$ cat config.mk
export PLATFORM = sky130hd
export DESIGN_NAME = hdmi_raster_sched
export DESIGN_NICKNAME = d
export VERILOG_FILES = /design/src/rtl/hdmi_pkg.sv /design/src/rtl/hdmi_raster_counter.sv /design/src/rtl/hdmi_raster_sched.sv
export SDC_FILE = /design/constraint.sdc
export NUM_CORES = 1
export LEC_CHECK = 0
export BUFFER_PORTS_ARGS = -buffer_cell sky130_fd_sc_hd__buf_4
export CORE_UTILIZATION = 50
export DETAILED_ROUTE_END_ITERATION = 10
export GPL_TIMING_DRIVEN = 0
export HOLD_SLACK_MARGIN = 0.08
export PLACE_DENSITY = 0.86
export SETUP_SLACK_MARGIN = 0.02
export SKIP_CTS_REPAIR_TIMING = 1
export SLEW_MARGIN = 20
export SYNTH_ARGS = -nofsm -noshare
export SYNTH_HDL_FRONTEND = slang
export SYNTH_SLANG_ARGS = --single-unit
$ cat constraint.sdc
create_clock -name clk_px -period 3.15 [get_ports clk_px]
set_clock_uncertainty 0.1 [all_clocks]
set_input_delay 0.7875 -clock clk_px [delete_from_list [all_inputs] [get_ports clk_px]]
set_output_delay 0.7875 -clock clk_px [all_outputs]
set_load 0.005 [all_outputs]
$ cat src/rtl/hdmi_pkg.sv
// Shared TMDS symbol constants, raster region and pixel-lock types for the HDMI raster scheduler.
package hdmi_pkg;

   localparam int TMDS_SYM_W = 10;
   localparam int NUM_CH     = 3;

   localparam logic [TMDS_SYM_W-1:0] TMDS_CTL_00 = 10'b1101010100;
   localparam logic [TMDS_SYM_W-1:0] TMDS_CTL_01 = 10'b0010101011;
   localparam logic [TMDS_SYM_W-1:0] TMDS_CTL_10 = 10'b0101010100;
   localparam logic [TMDS_SYM_W-1:0] TMDS_CTL_11 = 10'b1010101011;
   localparam logic [TMDS_SYM_W-1:0] TMDS_NOOP   = TMDS_CTL_00;

   localparam logic [TMDS_SYM_W-1:0] TMDS_GB_CH0 = 10'b1011001100;
   localparam logic [TMDS_SYM_W-1:0] TMDS_GB_CH1 = 10'b0100110011;
   localparam logic [TMDS_SYM_W-1:0] TMDS_GB_CH2 = 10'b1011001100;

   typedef enum logic [1:0] {ACTIVE, FP, SYNC, BP} region_e;

   typedef enum logic {PIX_LOCKED, PIX_HUNT} pix_state_e;

   function automatic logic [TMDS_SYM_W-1:0] tmds_ctl(input logic c1, input logic c0);
      logic [TMDS_SYM_W-1:0] sym;
      sym = TMDS_CTL_00;
      case ({c1, c0})
         2'b01:   sym = TMDS_CTL_01;
         2'b10:   sym = TMDS_CTL_10;
         2'b11:   sym = TMDS_CTL_11;
         default: sym = TMDS_CTL_00;
      endcase
      return sym;
   endfunction

endpackage

$ cat src/rtl/hdmi_raster_counter.sv
// Horizontal/vertical raster position counters with region decode and
// slot markers for the line-leading preamble and guard band.
module hdmi_raster_counter
   import hdmi_pkg::*;
#(
   parameter int H_ACTIVE = 640,
   parameter int H_FP     = 16,
   parameter int H_SYNC   = 96,
   parameter int H_BP     = 48,
   parameter int V_ACTIVE = 480,
   parameter int V_FP     = 10,
   parameter int V_SYNC   = 2,
   parameter int V_BP     = 33
)(
   input  logic    clk_px,
   input  logic    resetn,
   input  logic    adv,
   output region_e h_region,
   output region_e v_region,
   output logic    first_pixel,
   output logic    next_line_active,
   output logic    preamble_slot,
   output logic    guard_slot
);

   localparam int H_TOTAL = H_ACTIVE + H_FP + H_SYNC + H_BP;
   localparam int V_TOTAL = V_ACTIVE + V_FP + V_SYNC + V_BP;
   localparam int HW      = $clog2(H_TOTAL);
   localparam int VW      = $clog2(V_TOTAL);

   logic [HW-1:0] h;
   logic [VW-1:0] v;
   int            h_i;
   int            v_i;

   always_ff @(posedge clk_px) begin
      if (!resetn) begin
         h <= '0;
         v <= '0;
      end else if (adv) begin
         if (h == HW'(H_TOTAL - 1)) begin
            h <= '0;
            v <= (v == VW'(V_TOTAL - 1)) ? '0 : v + VW'(1);
         end else begin
            h <= h + HW'(1);
         end
      end
   end

   assign h_i = int'(h);
   assign v_i = int'(v);

   always_comb begin
      h_region = BP;
      if (h_i < H_ACTIVE)                      h_region = ACTIVE;
      else if (h_i < H_ACTIVE + H_FP)          h_region = FP;
      else if (h_i < H_ACTIVE + H_FP + H_SYNC) h_region = SYNC;

      v_region = BP;
      if (v_i < V_ACTIVE)                      v_region = ACTIVE;
      else if (v_i < V_ACTIVE + V_FP)          v_region = FP;
      else if (v_i < V_ACTIVE + V_FP + V_SYNC) v_region = SYNC;
   end

   // Preamble and guard positions are the tail of back porch; the scheduler
   // qualifies them with next_line_active.
   assign first_pixel      = (h_i == 0) && (v_i == 0);
   assign next_line_active = (v_i == V_TOTAL - 1) || (v_i < V_ACTIVE - 1);
   assign preamble_slot    = (h_i >= H_TOTAL - 10) && (h_i <= H_TOTAL - 3);
   assign guard_slot       = (h_i >= H_TOTAL - 2);

endmodule

$ cat src/rtl/hdmi_raster_sched.sv
// Raster scheduler emitting the per-pixel-clock TMDS command stream for the HDMI output stage.
// Define HDMI_VIDEO_GUARD_EN to add video preamble and guard-band symbols (HDMI mode); default is DVI.
module hdmi_raster_sched
   import hdmi_pkg::*;
#(
   parameter int          H_ACTIVE  = 640,
   parameter int          H_FP      = 16,
   parameter int          H_SYNC    = 96,
   parameter int          H_BP      = 48,
   parameter int          V_ACTIVE  = 480,
   parameter int          V_FP      = 10,
   parameter int          V_SYNC    = 2,
   parameter int          V_BP      = 33,
   parameter bit          HSYNC_POL = 1'b0,
   parameter bit          VSYNC_POL = 1'b0,
   parameter logic [29:0] FILL_WORD = 30'h10040100
)(
   input  logic        clk_px,
   input  logic        resetn,
   input  logic [29:0] pix_tdata,
   input  logic        pix_tuser,
   input  logic        pix_tvalid,
   output logic        pix_tready,
   output logic [31:0] cmd_tdata,
   output logic        cmd_tvalid,
   input  logic        cmd_tready,
   output logic        frame_pulse,
   output logic        pix_err,
   input  logic        pix_err_clr
);

   region_e     h_region;
   region_e     v_region;
   logic        first_pixel;
   logic        next_line_active;
   logic        preamble_slot;
   logic        guard_slot;
   logic        guard_on;
   logic        load;
   logic        active_slot;
   logic        hs_lvl;
   logic        vs_lvl;
   logic        err_set;
   logic [29:0] blank_word;
   logic [29:0] slot_word;
   pix_state_e  state;
   pix_state_e  state_nxt;

`ifdef HDMI_VIDEO_GUARD_EN
   assign guard_on = 1'b1;
`else
   assign guard_on = 1'b0;
`endif

   assign load        = resetn && (!cmd_tvalid || cmd_tready);
   assign active_slot = (h_region == ACTIVE) && (v_region == ACTIVE);

   hdmi_raster_counter #(
      .H_ACTIVE (H_ACTIVE),
      .H_FP     (H_FP),
      .H_SYNC   (H_SYNC),
      .H_BP     (H_BP),
      .V_ACTIVE (V_ACTIVE),
      .V_FP     (V_FP),
      .V_SYNC   (V_SYNC),
      .V_BP     (V_BP)
   ) u_counter (
      .clk_px           (clk_px),
      .resetn           (resetn),
      .adv              (load),
      .h_region         (h_region),
      .v_region         (v_region),
      .first_pixel      (first_pixel),
      .next_line_active (next_line_active),
      .preamble_slot    (preamble_slot),
      .guard_slot       (guard_slot)
   );

   always_comb begin
      hs_lvl     = (h_region == SYNC) ? HSYNC_POL : ~HSYNC_POL;
      vs_lvl     = (v_region == SYNC) ? VSYNC_POL : ~VSYNC_POL;
      blank_word = {TMDS_CTL_00, TMDS_CTL_00, tmds_ctl(vs_lvl, hs_lvl)};
      if (guard_on && next_line_active && guard_slot)
         blank_word = {TMDS_GB_CH2, TMDS_GB_CH1, TMDS_GB_CH0};
      else if (guard_on && next_line_active && preamble_slot)
         blank_word = {TMDS_CTL_00, TMDS_CTL_01, tmds_ctl(vs_lvl, hs_lvl)};
   end

   // While hunting, untagged pixels drain in any slot; a tagged pixel waits
   // for slot (0,0) so the first frame after relock starts aligned.
   always_comb begin
      slot_word  = blank_word;
      state_nxt  = state;
      err_set    = 1'b0;
      pix_tready = 1'b0;
      if (state == PIX_HUNT) begin
         pix_tready = pix_tvalid && !pix_tuser;
         if (active_slot)
            slot_word = FILL_WORD;
         if (load && first_pixel && pix_tvalid && pix_tuser) begin
            pix_tready = 1'b1;
            slot_word  = pix_tdata;
            state_nxt  = PIX_LOCKED;
         end
      end else if (active_slot) begin
         if (!pix_tvalid) begin
            slot_word = FILL_WORD;
            err_set   = load;
            state_nxt = load ? PIX_HUNT : state;
         end else if (first_pixel && !pix_tuser) begin
            slot_word  = FILL_WORD;
            pix_tready = load;
            err_set    = load;
            state_nxt  = load ? PIX_HUNT : state;
         end else begin
            slot_word  = pix_tdata;
            pix_tready = load;
         end
      end
      if (!resetn)
         pix_tready = 1'b0;
   end

   always_ff @(posedge clk_px) begin
      if (!resetn)
         state <= PIX_HUNT;
      else
         state <= state_nxt;
   end

   always_ff @(posedge clk_px) begin
      if (!resetn) begin
         cmd_tvalid  <= 1'b0;
         cmd_tdata   <= {2'b00, TMDS_NOOP, TMDS_NOOP, TMDS_NOOP};
         frame_pulse <= 1'b0;
         pix_err     <= 1'b0;
      end else begin
         frame_pulse <= load && first_pixel;
         if (load) begin
            cmd_tvalid <= 1'b1;
            cmd_tdata  <= {2'b00, slot_word};
         end
         if (err_set)
            pix_err <= 1'b1;
         else if (pix_err_clr)
            pix_err <= 1'b0;
      end
   end

endmodule

== After elaboration in Yosys (flattened, before gate mapping) ==
Cells that the tools add are included.

* Bits in registers: 54
* Output and inout bits: 36

* Add/subtract/negate cells: 2
* Magnitude comparators: 6
* Eq/ne operators: 7
* Multiplexer cells: 34
* Reductions and logical operators: 17

{| class="wikitable"
|+ Operators by type and width
! cell !! number
|-
| 30-bit two-way mux || 6
|-
| 32-bit logical NOT || 2
|-
| 10-bit less-than comparator, second input constant || 3
|-
| 10-bit by 9-bit less-than comparator with 1-bit output, second input constant || 3
|-
| 10-bit case mux with 3 select lines || 1
|-
| 1-bit two-way mux || 21
|-
| 10-bit by 1-bit adder with 10-bit output, second input constant || 2
|-
| 10-bit == test, second input constant || 2
|-
| 10-bit two-way mux || 2
|-
| 2-bit == test, second input constant || 4
|-
| 1-bit logical AND || 8
|-
| 2-bit two-way mux || 4
|-
| 2-bit logical NOT || 2
|-
| 2-bit by 1-bit == test with 1-bit output, second input constant || 1
|-
| 1-bit logical NOT || 2
|-
| 2-bit AND reduction || 1
|-
| 2-bit nonzero test || 1
|-
| 1-bit logical OR || 1
|}

== Depth between registers and ports, before layout ==
Gate-level depths: netlist of the first run.

* Depth after elaboration: 11
* Mapped depth: 8
* Depth with buffers taken out: 7

== Modules after synthesis ==
From an unflattened synthesis of the first run, not the netlist that was laid out.

* Cell total of the unflattened synthesis: 299
* Area, all modules: 2681.3 µm²

{| class="wikitable"
|+ Modules (own cells, without submodules)
! module !! instances !! cells each !! area each (µm²) !! sequential area each (µm²)
|-
| hdmi_raster_sched || 1 || 145 || 1423.9 || 680.7
|-
| hdmi_raster_counter || 1 || 154 || 1257.5 || 400.4
|}

== Least setup slack after synthesis of the first run ==
Ideal clock, no wire load.

* Path kind: input to output
* Start: in cmd_tready
* End: out pix_tready
* Arrival time: 1.853 ns
* Data required time: 2.263 ns
* Slack: 0.410 ns
* Stages: 6
* Cell sequence: nand2b_1 -> clkbuf_1 -> nand2_1 -> nor4b_1 -> nor2_1 -> a211oi_1

* Word-level cells in the longest chain between the ends: 8

{| class="wikitable"
|+ Ends and longest elaborated chain
! item !! RTL line !! source
|-
| start, declared || hdmi_raster_sched.sv:26 || <nowiki>input logic cmd_tready,</nowiki>
|-
| 1-bit logical OR * || hdmi_raster_sched.sv:55 || <nowiki>assign load = resetn && (!cmd_tvalid || cmd_tready);</nowiki>
|-
| 1-bit logical AND * || hdmi_raster_sched.sv:55 ||
|-
| 1-bit logical AND (3 in series) || hdmi_raster_sched.sv:100 || <nowiki>if (load && first_pixel && pix_tvalid && pix_tuser) begin</nowiki>
|-
| 1-bit two-way mux || hdmi_raster_sched.sv:100 ||
|-
| 1-bit two-way mux * || hdmi_raster_sched.sv:96 || <nowiki>if (state == PIX_HUNT) begin</nowiki>
|-
| 1-bit two-way mux * || hdmi_raster_sched.sv:120 || <nowiki>if (!resetn)</nowiki>
|-
| end, declared || hdmi_raster_sched.sv:23 || <nowiki>output logic pix_tready,</nowiki>
|}

Every way passes the cells marked *; elsewhere a longest branch is shown, timed or not.

== Worst setup path after layout of the first run ==
* Start: reg u_counter.h[1]
* End: out pix_tready

* Word-level cells in the longest chain between the ends: 9

{| class="wikitable"
|+ Ends and longest elaborated chain
! item !! RTL line !! source
|-
| start, declared || hdmi_raster_counter.sv:31 || <nowiki>logic [HW-1:0] h;</nowiki>
|-
| start signal, assigned || hdmi_raster_counter.sv:45 || <nowiki>h <= h + HW'(1);</nowiki>
|-
| 10-bit less-than comparator || hdmi_raster_counter.sv:57 || <nowiki>else if (h_i < H_ACTIVE + H_FP + H_SYNC) h_region = SYNC;</nowiki>
|-
| 1-bit two-way mux || hdmi_raster_counter.sv:57 ||
|-
| 2-bit two-way mux || hdmi_raster_counter.sv:56 || <nowiki>else if (h_i < H_ACTIVE + H_FP) h_region = FP;</nowiki>
|-
| 2-bit two-way mux || hdmi_raster_counter.sv:55 || <nowiki>if (h_i < H_ACTIVE) h_region = ACTIVE;</nowiki>
|-
| 2-bit logical NOT || hdmi_raster_sched.sv:56 || <nowiki>assign active_slot = (h_region == ACTIVE) && (v_region == ACTIVE);</nowiki>
|-
| 1-bit logical AND || hdmi_raster_sched.sv:56 ||
|-
| 1-bit two-way mux || hdmi_raster_sched.sv:105 || <nowiki>end else if (active_slot) begin</nowiki>
|-
| 1-bit two-way mux * || hdmi_raster_sched.sv:96 ||
|-
| 1-bit two-way mux * || hdmi_raster_sched.sv:120 ||
|}

Marks and branches as above.

==> flow_summary.yaml, run 1 <==
synthesis:
  syn_inst: 259
  async_flop_share_pct: 0
  yosysSeqAreaShare_pct: 45.1
  synth.cell_area_um2: 2400
  ys.flop_type: "dfxtp_1"
  yosysWarnings: 0
  synth_seq_cells: 54
  synth_edf_count: 0
  yosysUniqueCellTypes: 47
  avgSynthCellArea_um2: 9.26
timing:
  tightest_slew_ns: 0.785
  hold_viol: 0
  fin_crit_sh_pct: 96.6
  fmax_mhz: 328
  maxSlewHeadroom_pct: 47.2
  setup-violations-final: 0
  finalMaxSlewViolations: 0
  fin_hold_ws_ns: 0.390
  timing.final.crit_period_ns: 3.04
  tns_ns: 0
status:
  status: "complete, but fails checks"
  violations: "DRC"
setup_path:
  critPathLaunchType: "register"
  path_class: "register to output pin"
  required_ns: 2.26
  endpoint_kind: "output pin"
  cp.arrival_ns: 2.16
  cp_max_fo: 4
clocking:
  cts_buffers: 5
  cts_root_buffer: "clkbuf_8"
  clkSinkCount: 54
  cts_tree: "built"
  clk_path_buf_depth: 2
  htree_levels: 2
  clk_latency_ns: 0.31
  path_clk_slew_ns: 0.10
detailed_routing:
  vias: 2285
  wl_per_cell_um: 15.3
  drtPass1Iterations: 8
  routed_wl_mm: 5.96
  drc: 10
  via_per_inst: 5.84
  antenna_left: 0
  first_iter_violations: 105
placed_design:
  placed_cells: 381
  place_area_um2: 2980
  io_buffers: 69
  dp_hpwl_mm: 4.29
  gp_congestion: 0.889
grt:
  grt_pass1_wl_mm: 9.31
  track_usage_pct: 23.2
  antenna_found_initial: 0
  globalRoute.totalOverflow: 0
  grt_pass1_vias: 2081
  grt_max_degree: 18
floorplan:
  die_h_um: 71.2
  start_util_pct: 53.6
  row_count: 24
  die_area_um2: 5080
  core_area_um2: 4470
  pin_count: 72
  die_w_um: 71.2
cells_and_area:
  stdcell_count: 391
  fin_nets: 378
  fillers: 352
  drive_gt1_share_pct: 28.6
  num_antenna_cells: 0
  area_growth_pct: 30.6
  fin_area_um2: 3130
pwr:
  cellPowerDensity_nw_per_um2: 449
  total_power_uw: 1400
  ir_worst_vdd_mv: 0.281
  leakage_uw: 0.00131
min_path:
  hold_path_class: "register to register"
job:
  cap_violations: 0
-- state kept, by name, indices dropped and copies added (netlist names) --
signal / count
u_counter.h: 10
u_counter.v: 10
cmd_tvalid: 1
frame_pulse: 1
pix_err: 1
state: 1
cmd_tdata: 30
-- cell usage after synthesis (2+ instances only) --
cell | instances | area [um2]
a211oi_1 | 3 | 22.5
a21boi_0 | 4 | 30.0
a21oi_1 | 10 | 50.1
a221o_1 | 8 | 80.1
a221o_2 | 5 | 56.3
a22o_1 | 10 | 87.6
and2_1 | 6 | 37.5
and3_1 | 8 | 50.1
buf_4 | 2 | 15.0
clkbuf_1 | 11 | 41.3
dfxtp_1 | 54 | 1080
ha_1 | 4 | 50.1
inv_1 | 10 | 37.5
nand2_1 | 16 | 60.1
nand2b_1 | 4 | 25.0
nand3_1 | 10 | 50.1
nand3b_1 | 2 | 15.0
nand4_1 | 7 | 43.8
nor2_1 | 20 | 75.1
nor2b_1 | 3 | 18.8
nor3_1 | 6 | 30.0
nor4_1 | 3 | 18.8
nor4b_1 | 2 | 17.5
o211ai_1 | 4 | 30.0
o21ai_0 | 8 | 40.0
o21ai_1 | 2 | 10.0
o22ai_1 | 3 | 18.8
o31ai_1 | 3 | 22.5
or3_1 | 5 | 31.3
or4_1 | 2 | 15.0
xnor2_1 | 7 | 61.3
xor2_1 | 2 | 17.5
-- logic make-up (layout without fill, tap and decap cells) --
logic type | after synthesis | after routing | share of synthesized area [%]
buffers and inverters | 24 | 103 | 4.38
adder cells (fa/ha/maj) | 4 | 4 | 2.09
other | 1 | 2 | 0.156
AO/OA/AOI/OAI | 67 | 67 | 22.2
flip-flops | 54 | 54 | 45.1
XOR/XNOR | 9 | 9 | 3.29
AND/OR/NAND/NOR | 100 | 100 | 22.8
-- report_power, final --
group | leakage, uW | total, uW | internal [uW] | switching, uW
clock network | 0.0000585 | 471 | 238 | 232
logic | 0.000808 | 203 | 113 | 90.0
registers | 0.000442 | 732 | 713 | 18.7
-- layer usage --
metal / track usage, % / share of wire, % / wire (um)
met3: 5.20 / 6.7 / 401
met5: 0 / 0 / 0
met2: 41.8 / 50 / 2970
met4: 7.11 / 1.0 / 62
met1: 27.4 / 42 / 2530
-- path summary, 6_finish.rpt --
kind	startpoint	to	slack, ns	cells after the start
min	cmd_tdata[27]$_SDFFE_PN0N_	cmd_tdata[27]$_SDFFE_PN0N_	0.39	1
max	u_counter.h[1]$_SDFFE_PN0N_	pix_tready	0.11	8
min reg2reg	cmd_tdata[27]$_SDFFE_PN0N_	cmd_tdata[27]$_SDFFE_PN0N_	0.39	1
max reg2reg	u_counter.h[1]$_SDFFE_PN0N_	cmd_tdata[24]$_SDFFE_PN1N_	0.42	9
-- cell usage in the layout, fill, tap and decap left out, types with 6 or more instances in the layout --
| cell | synthesis | routed |
|---|---|---|
| a221o_1 | 8 | 8 |
| inv_1 | 10 | 10 |
| nand4_1 | 7 | 7 |
| nor3_1 | 6 | 6 |
| nand3_1 | 10 | 10 |
| a22o_1 | 10 | 10 |
| nor2_1 | 20 | 20 |
| xnor2_1 | 7 | 7 |
| dfxtp_1 | 54 | 54 |
| clkbuf_1 | 11 | 10 |
| and2_1 | 6 | 6 |
| o21ai_0 | 8 | 8 |
| a21oi_1 | 10 | 10 |
| and3_1 | 8 | 8 |
| nand2_1 | 16 | 16 |
| buf_4 | 2 | 74 |
-- critical path, stage by stage (launching register included) --
cell and delay (ns):
dfxtp_1 0.37, inv_1 0.08, ha_1 0.13, nor4b_2 0.18
nand4_1 0.22, nor4b_2 0.33, nor2_1 0.06, a211oi_1 0.31
buf_4 0.17
-- metrics by stage --
step | setup WS [ns] | util (%)
floorplan | 0.410 | -
global placement | -0.123 | 66.7
detailed placement | -0.120 | 66.7
CTS | -0.149 | 69.2
global route | -0.0103 | 70.0
finish | 0.106 | 70.0
-- area by class of cell --
cell class | instances | area, um2 | area share, %
plain buffers | 13 | 63.8 | 2.04
clock buffers | 5 | 68.8 | 2.20
clock inverters | 3 | 43.8 | 1.40
inverters | 10 | 37.5 | 1.20
multi-input cells | 182 | 1230 | 39.3
flip-flops and latches | 54 | 1080 | 34.5
well taps | 52 | 65.1 | 2.08
repair buffers | 72 | 541 | 17.3
(Power assumes the default switching activity.)
==> run 2, diff against run 1 <==
--- a/config.mk
+++ b/config.mk
@@ -10,10 +10,11 @@
 export DETAILED_ROUTE_END_ITERATION = 10
 export GPL_TIMING_DRIVEN = 0
 export HOLD_SLACK_MARGIN = 0.08
-export PLACE_DENSITY = 0.86
+export PLACE_DENSITY = 0.84
 export SETUP_SLACK_MARGIN = 0.02
 export SKIP_CTS_REPAIR_TIMING = 1
 export SLEW_MARGIN = 20
 export SYNTH_ARGS = -nofsm -noshare
 export SYNTH_HDL_FRONTEND = slang
+export SYNTH_HIERARCHICAL = 1
 export SYNTH_SLANG_ARGS = --single-unit
==> run 2 against run 1 <==
Against the previous run:
- the flow finishes with violations (setup timing)
- critical path type unchanged
- synthesized cell count rose by 10%
- combinational power fell by 11%
- sequential power fell by 1%
- sequential share of layout area fell by 2.9 points
- hold slack got worse by 0.026 ns
- highest routed layer unchanged
- largest power group unchanged
- die area rose by 8.6%
- total power fell by 3.6%
- worst setup slack got worse by 0.25 ns
- first-iteration DRC count rose by 54%
- global-route usage fell by 0.81 points
- clock-buffer cell count did not move
==> flow_summary.yaml, run 2 <==
pwr:
  cellPowerDensity_nw_per_um2: 396
  leakage_uw: 0.00139
  total_power_uw: 1350
  ir_worst_vdd_mv: 0.269
setup_path:
  crit_buf_inv: 2
  endpoint_kind: "output pin"
  path_depth: 8
  r2r_cells: 12
  critPathLaunchType: "register"
  cp_max_fo: 9
  critical-path-slowest-cell: "or3_2"
  max_stage_delay_ns: 0.49
  cp.arrival_ns: 2.41
  required_ns: 2.26
  worstPathCellList: "buf_4 -> or3_2 -> a21oi_1 -> nor2b_2 -> nor4_4 -> a21oi_1 -> a311oi_2 -> buf_4"
  crit_family: "simple AND/OR/NAND/NOR gates"
  path_class: "register to output pin"
synthesis:
  syn_inst: 286
  yosysWarnings: 6
  avgSynthCellArea_um2: 9.12
  synth.cell_area_um2: 2610
min_path:
  whs_path_depth: 2
  hold_path_class: "register to register"
detailed_routing:
  first_iter_violations: 162
  wl_per_cell_um: 13.9
  via_per_inst: 5.51
  antenna_left: 0
  drtPass1Iterations: 5
  vias: 2406
  drc: 0
  routed_wl_mm: 6.09
grt:
  grt_use_met3_pct: 4.47
  grt_util_met1_pct: 29.3
  track_usage_pct: 22.4
  grt_max_degree: 17
  globalRoute.totalOverflow: 0
  grt_pass1_wl_mm: 9.60
  met2_usage_pct: 36.8
  antenna_found_initial: 0
  grt_pass1_vias: 2183
  busiest_layer: "met2"
placed_design:
  dp_slack_ns: -0.205
  dp_hpwl_mm: 4.36
  io_buffers: 69
  gp_congestion: 0.884
cells_and_area:
  area_growth_pct: 31.1
  fillers: 400
  multi_input_area_um2: 1370
  reg_top3: "cmd_tdata: 30 flops, u_counter/h: 10 flops, u_counter/v: 10 flops"
  num_antenna_cells: 0
  fin_nets: 410
  layout_commonest_cell: "buf_4"
  most-common-layout-cells: "buf_4, dfxtp_1, nand2_1, nor2_1, nand3_1"
  layout.area.seq_um2: 1080
  drive_gt1_share_pct: 33.5
  regMostFlops: "cmd_tdata"
  utilization_pct: 70.1
  largest_reg_flops: 30
clocking:
  clkSinkCount: 54
  cts_buffers: 5
  clk_path_buf_depth: 2
  htree_levels: 2
  path_clk_slew_ns: 0.09
  cts_tree: "built"
  cts_root_buffer: "clkbuf_8"
  clk_latency_ns: 0.31
timing:
  tns_ns: -0.147
  setup-violations-final: 1
  tightest_slew_ns: 0.586
  finalMaxSlewViolations: 0
  fin_crit_sh_pct: 105
  maxSlewHeadroom_pct: 60.7
  setup_slack_ns: -0.147
  hold_viol: 0
  grt_setup_unrepaired: "yes"
  timing.final.crit_period_ns: 3.30
  fmax_mhz: 303
status:
  status: "complete, but fails checks"
  violations: "setup timing"
floorplan:
  die_w_um: 74.2
  core_area_um2: 4880
  row_count: 25
  die_area_um2: 5510
  start_util_pct: 53.5
  pin_count: 72
  die_h_um: 74.2
job:
  cap_violations: 0
## run 2: cell types whose count changed in the layout (fill, tap and decap cells not counted), sizes merged, moves of 3 or more
cell    delta
and3       -3
a211oi     -4
or4        +4
o21ai      +3
o211ai     -4
nand2      +4
o221a      +8
buf       +15
a221o     -10
## run 2: where the power goes
part           switching [uW]  leakage, uW  internal, uW
clock network             216    0.0000542           234
logic                    74.5     0.000898           105
registers                15.2     0.000442           709
total                     306      0.00139          1050
## run 2: stage by stage
stage | hold WS, ns | instance area, um2 | cells
global placement | 0.338 | 3210 | 423
CTS | 0.370 | 3320 | 430
finish | 0.364 | 3420 | 437
floorplan | 0.349 | 2610 | 287
global route | 0.405 | 3420 | 437
detailed placement | 0.346 | 3210 | 423
## run 2: worst paths after layout
| kind | start | end | slack, ns |
|---|---|---|---|
| setup reg to reg | u_counter/h[5]$_SDFFE_PN0P_ | cmd_tdata[6]$_SDFFE_PN1N_ | 0.19 |
| hold reg to reg | cmd_tdata[0]$_SDFFE_PN0N_ | cmd_tdata[0]$_SDFFE_PN0N_ | 0.36 |
| setup / recovery | u_counter/h[4]$_SDFFE_PN0P_ | pix_tready | -0.15 |
| hold / removal | cmd_tdata[0]$_SDFFE_PN0N_ | cmd_tdata[0]$_SDFFE_PN0N_ | 0.36 |
## run 2: routing by layer
layer  up-vias  share of wire (%)
met5         -                  0
met2        76                 48
met4         0                1.7
li1       1209                  -
met1      1113                 45
met3         8                5.5
## run 2: area by class of cell
| type | count | area share (%) |
|---|---|---|
| timing repair buffer | 76 | 16.7 |
| buffer | 22 | 4.94 |
| clock buffer | 5 | 2.01 |
| inverter | 10 | 1.10 |
| tap | 67 | 2.45 |
| sequential | 54 | 31.7 |
| multi-input combinational | 201 | 40.0 |
| clock inverter | 2 | 1.13 |
## run 2: tightest hold or removal path: stages, from the launching register on
cell and delay, ns:
dfxtp_1 0.34, nand2_1 0.04, o21ai_0 0.06
==> run 3, diff against run 2 <==
--- a/config.mk
+++ b/config.mk
@@ -5,12 +5,13 @@
 export SDC_FILE = /design/constraint.sdc
 export NUM_CORES = 1
 export LEC_CHECK = 0
+export ABC_AREA = 1
 export BUFFER_PORTS_ARGS = -buffer_cell sky130_fd_sc_hd__buf_4
 export CORE_UTILIZATION = 50
 export DETAILED_ROUTE_END_ITERATION = 10
 export GPL_TIMING_DRIVEN = 0
 export HOLD_SLACK_MARGIN = 0.08
-export PLACE_DENSITY = 0.84
+export PLACE_DENSITY = 0.83
 export SETUP_SLACK_MARGIN = 0.02
 export SKIP_CTS_REPAIR_TIMING = 1
 export SLEW_MARGIN = 20
==> run 3 against run 2 <==
Against the previous run:
- the run now ends clean
- via count rose by 27%
- largest power group unchanged
- worst setup slack improved by 0.38 ns
- non-clock buffer count fell by 21
- clock power rose by 11%
- maximum frequency rose by 13%
- die area rose by 12%
- critical path depth rose by 2
- synthesized cell count rose by 55%
- total power rose by 5.0%
- hold slack got worse by 0.0057 ns
- first-iteration DRC count rose by 100%
- core utilization fell by 4.4 points
==> flow_summary.yaml, run 3 <==
cells_and_area:
  most-common-layout-cells: "nand2_1, buf_4, inv_1, dfxtp_1, nor2_1"
  utilization_pct: 65.7
  regMostFlops: "cmd_tdata"
  drive_gt1_share_pct: 21.5
  area_growth_pct: 25.2
  largest_reg_flops: 30
  num_antenna_cells: 0
  fin_nets: 560
  layout_commonest_cell: "nand2_1"
  fillers: 514
  reg_top3: "cmd_tdata: 30 flops, u_counter/h: 10 flops, u_counter/v: 10 flops"
timing:
  finalMaxSlewViolations: 0
  grt_setup_unrepaired: "no"
  hold_viol: 0
  fin_crit_sh_pct: 92.6
  fin_hold_ws_ns: 0.359
  setup-violations-final: 0
  fmax_mhz: 343
  setup_slack_ns: 0.232
  tns_ns: 0
  timing.final.crit_period_ns: 2.92
detailed_routing:
  antenna_left: 0
  wl_per_cell_um: 12.2
  vias: 3045
  drtPass1Iterations: 5
  drc: 0
  routed_wl_mm: 7.23
  first_iter_violations: 327
  via_per_inst: 5.13
synthesis:
  yosysWarnings: 6
  synth.cell_area_um2: 2920
  avgSynthCellArea_um2: 6.60
  syn_inst: 443
grt:
  globalRoute.totalOverflow: 0
  track_usage_pct: 24.4
  grt_max_degree: 18
  grt_pass1_vias: 2767
  antenna_found_initial: 0
  grt_pass1_wl_mm: 12.0
clocking:
  clk_path_buf_depth: 2
  cts_buffers: 5
  cts_root_buffer: "clkbuf_8"
  clkSinkCount: 54
  htree_levels: 2
  cts_tree: "built"
  clk_latency_ns: 0.31
  path_clk_slew_ns: 0.10
floorplan:
  die_w_um: 78.5
  start_util_pct: 52.5
  die_h_um: 78.5
  die_area_um2: 6160
  pin_count: 72
  core_area_um2: 5570
  row_count: 27
setup_path:
  critPathLaunchType: "register"
  max_stage_delay_ns: 0.34
  reg2reg_setup_slack_ns: 0.72
  worstPathCellList: "inv_1 -> ha_1 -> nand4_1 -> nor4_1 -> nand2_1 -> nor2_2 -> inv_1 -> nor2_1 -> o211a_1 -> buf_4"
  path_class: "register to output pin"
  crit_family: "simple AND/OR/NAND/NOR gates"
  cpMostUsedCell: "inv_1"
  cp_max_fo: 3
  endpoint_kind: "output pin"
  path_depth: 10
  cp-endpoint: "pix_tready"
  cp.arrival_ns: 2.03
  r2r_cells: 15
  critPathLaunch: "u_counter/v[0]$_SDFFE_PN0P_"
  required_ns: 2.26
  worstReg2RegEnd: "cmd_tdata[27]$_SDFFE_PN0N_"
  critical-path-slowest-cell: "dfxtp_1"
  r2r-start: "u_counter/v[0]$_SDFFE_PN0P_"
  crit_buf_inv: 3
pwr:
  leakage_uw: 0.00194
  total_power_uw: 1420
  ir_worst_vdd_mv: 0.251
  cellPowerDensity_nw_per_um2: 388
placed_design:
  dp_slack_ns: 0.407
  gp_congestion: 0.850
  dp_hpwl_mm: 5.39
  io_buffers: 69
min_path:
  hold_path.startpoint: "cmd_tdata[13]$_SDFFE_PN0N_"
  hold_path_class: "register to register"
job:
  cap_violations: 0
status:
  status: "finished, final reports clean"
==> run 3: metal layers <==
| layer | global-route usage [%] | part of all wire (%) |
|---|---|---|
| met4 | 6.30 | 1.1 |
| met2 | 43.1 | 48 |
| met3 | 3.95 | 5.4 |
| met1 | 30.8 | 45 |
| met5 | 0 | 0 |
==> run 3: report_power, final <==
group | internal [uW] | leakage (uW) | switching [uW]
logic | 92.8 | 0.00144 | 103
registers | 710 | 0.000441 | 15.5
clock network | 262 | 0.0000618 | 239
==> run 3: worst min-delay path by stage <==
stage,slack (ns),cells after the start,end
2_1_floorplan,0.35,2,cmd_tdata[20]$_SDFFE_PN0N_
3_3_place_gp,0.34,2,cmd_tdata[11]$_SDFFE_PN0N_
3_5_place_dp,0.34,2,cmd_tdata[13]$_SDFFE_PN0N_
4_1_cts,0.36,2,cmd_tdata[13]$_SDFFE_PN0N_
5_1_grt,0.38,2,cmd_tdata[5]$_SDFFE_PN0N_
6_report,0.36,2,cmd_tdata[13]$_SDFFE_PN0N_
==> run 3: through the flow <==
stage / area (um2) / cells
3_3_place_gp: 3540 / 585
4_1_cts: 3660 / 593
3_5_place_dp: 3540 / 585
6_report: 3660 / 593
5_1_grt: 3660 / 593
2_1_floorplan: 2930 / 444
==> run 3: tightest hold or removal path, cell delays in order, from the launching register on <==
cell	delay (ns)
dfxtp_1	0.32
nand2_1	0.06
nand2_1	0.04
==> run 3: layout make-up <==
class / instances / area, um2 / area share [%]
buffer: 8 / 42.5 / 1.16
clock buffer: 6 / 82.6 / 2.25
clock inverter: 2 / 38.8 / 1.06
inverter: 64 / 243 / 6.63
multi-input combinational: 318 / 1570 / 42.8
sequential: 54 / 1080 / 29.5
tap: 72 / 90.1 / 2.46
timing repair buffer: 69 / 518 / 14.1
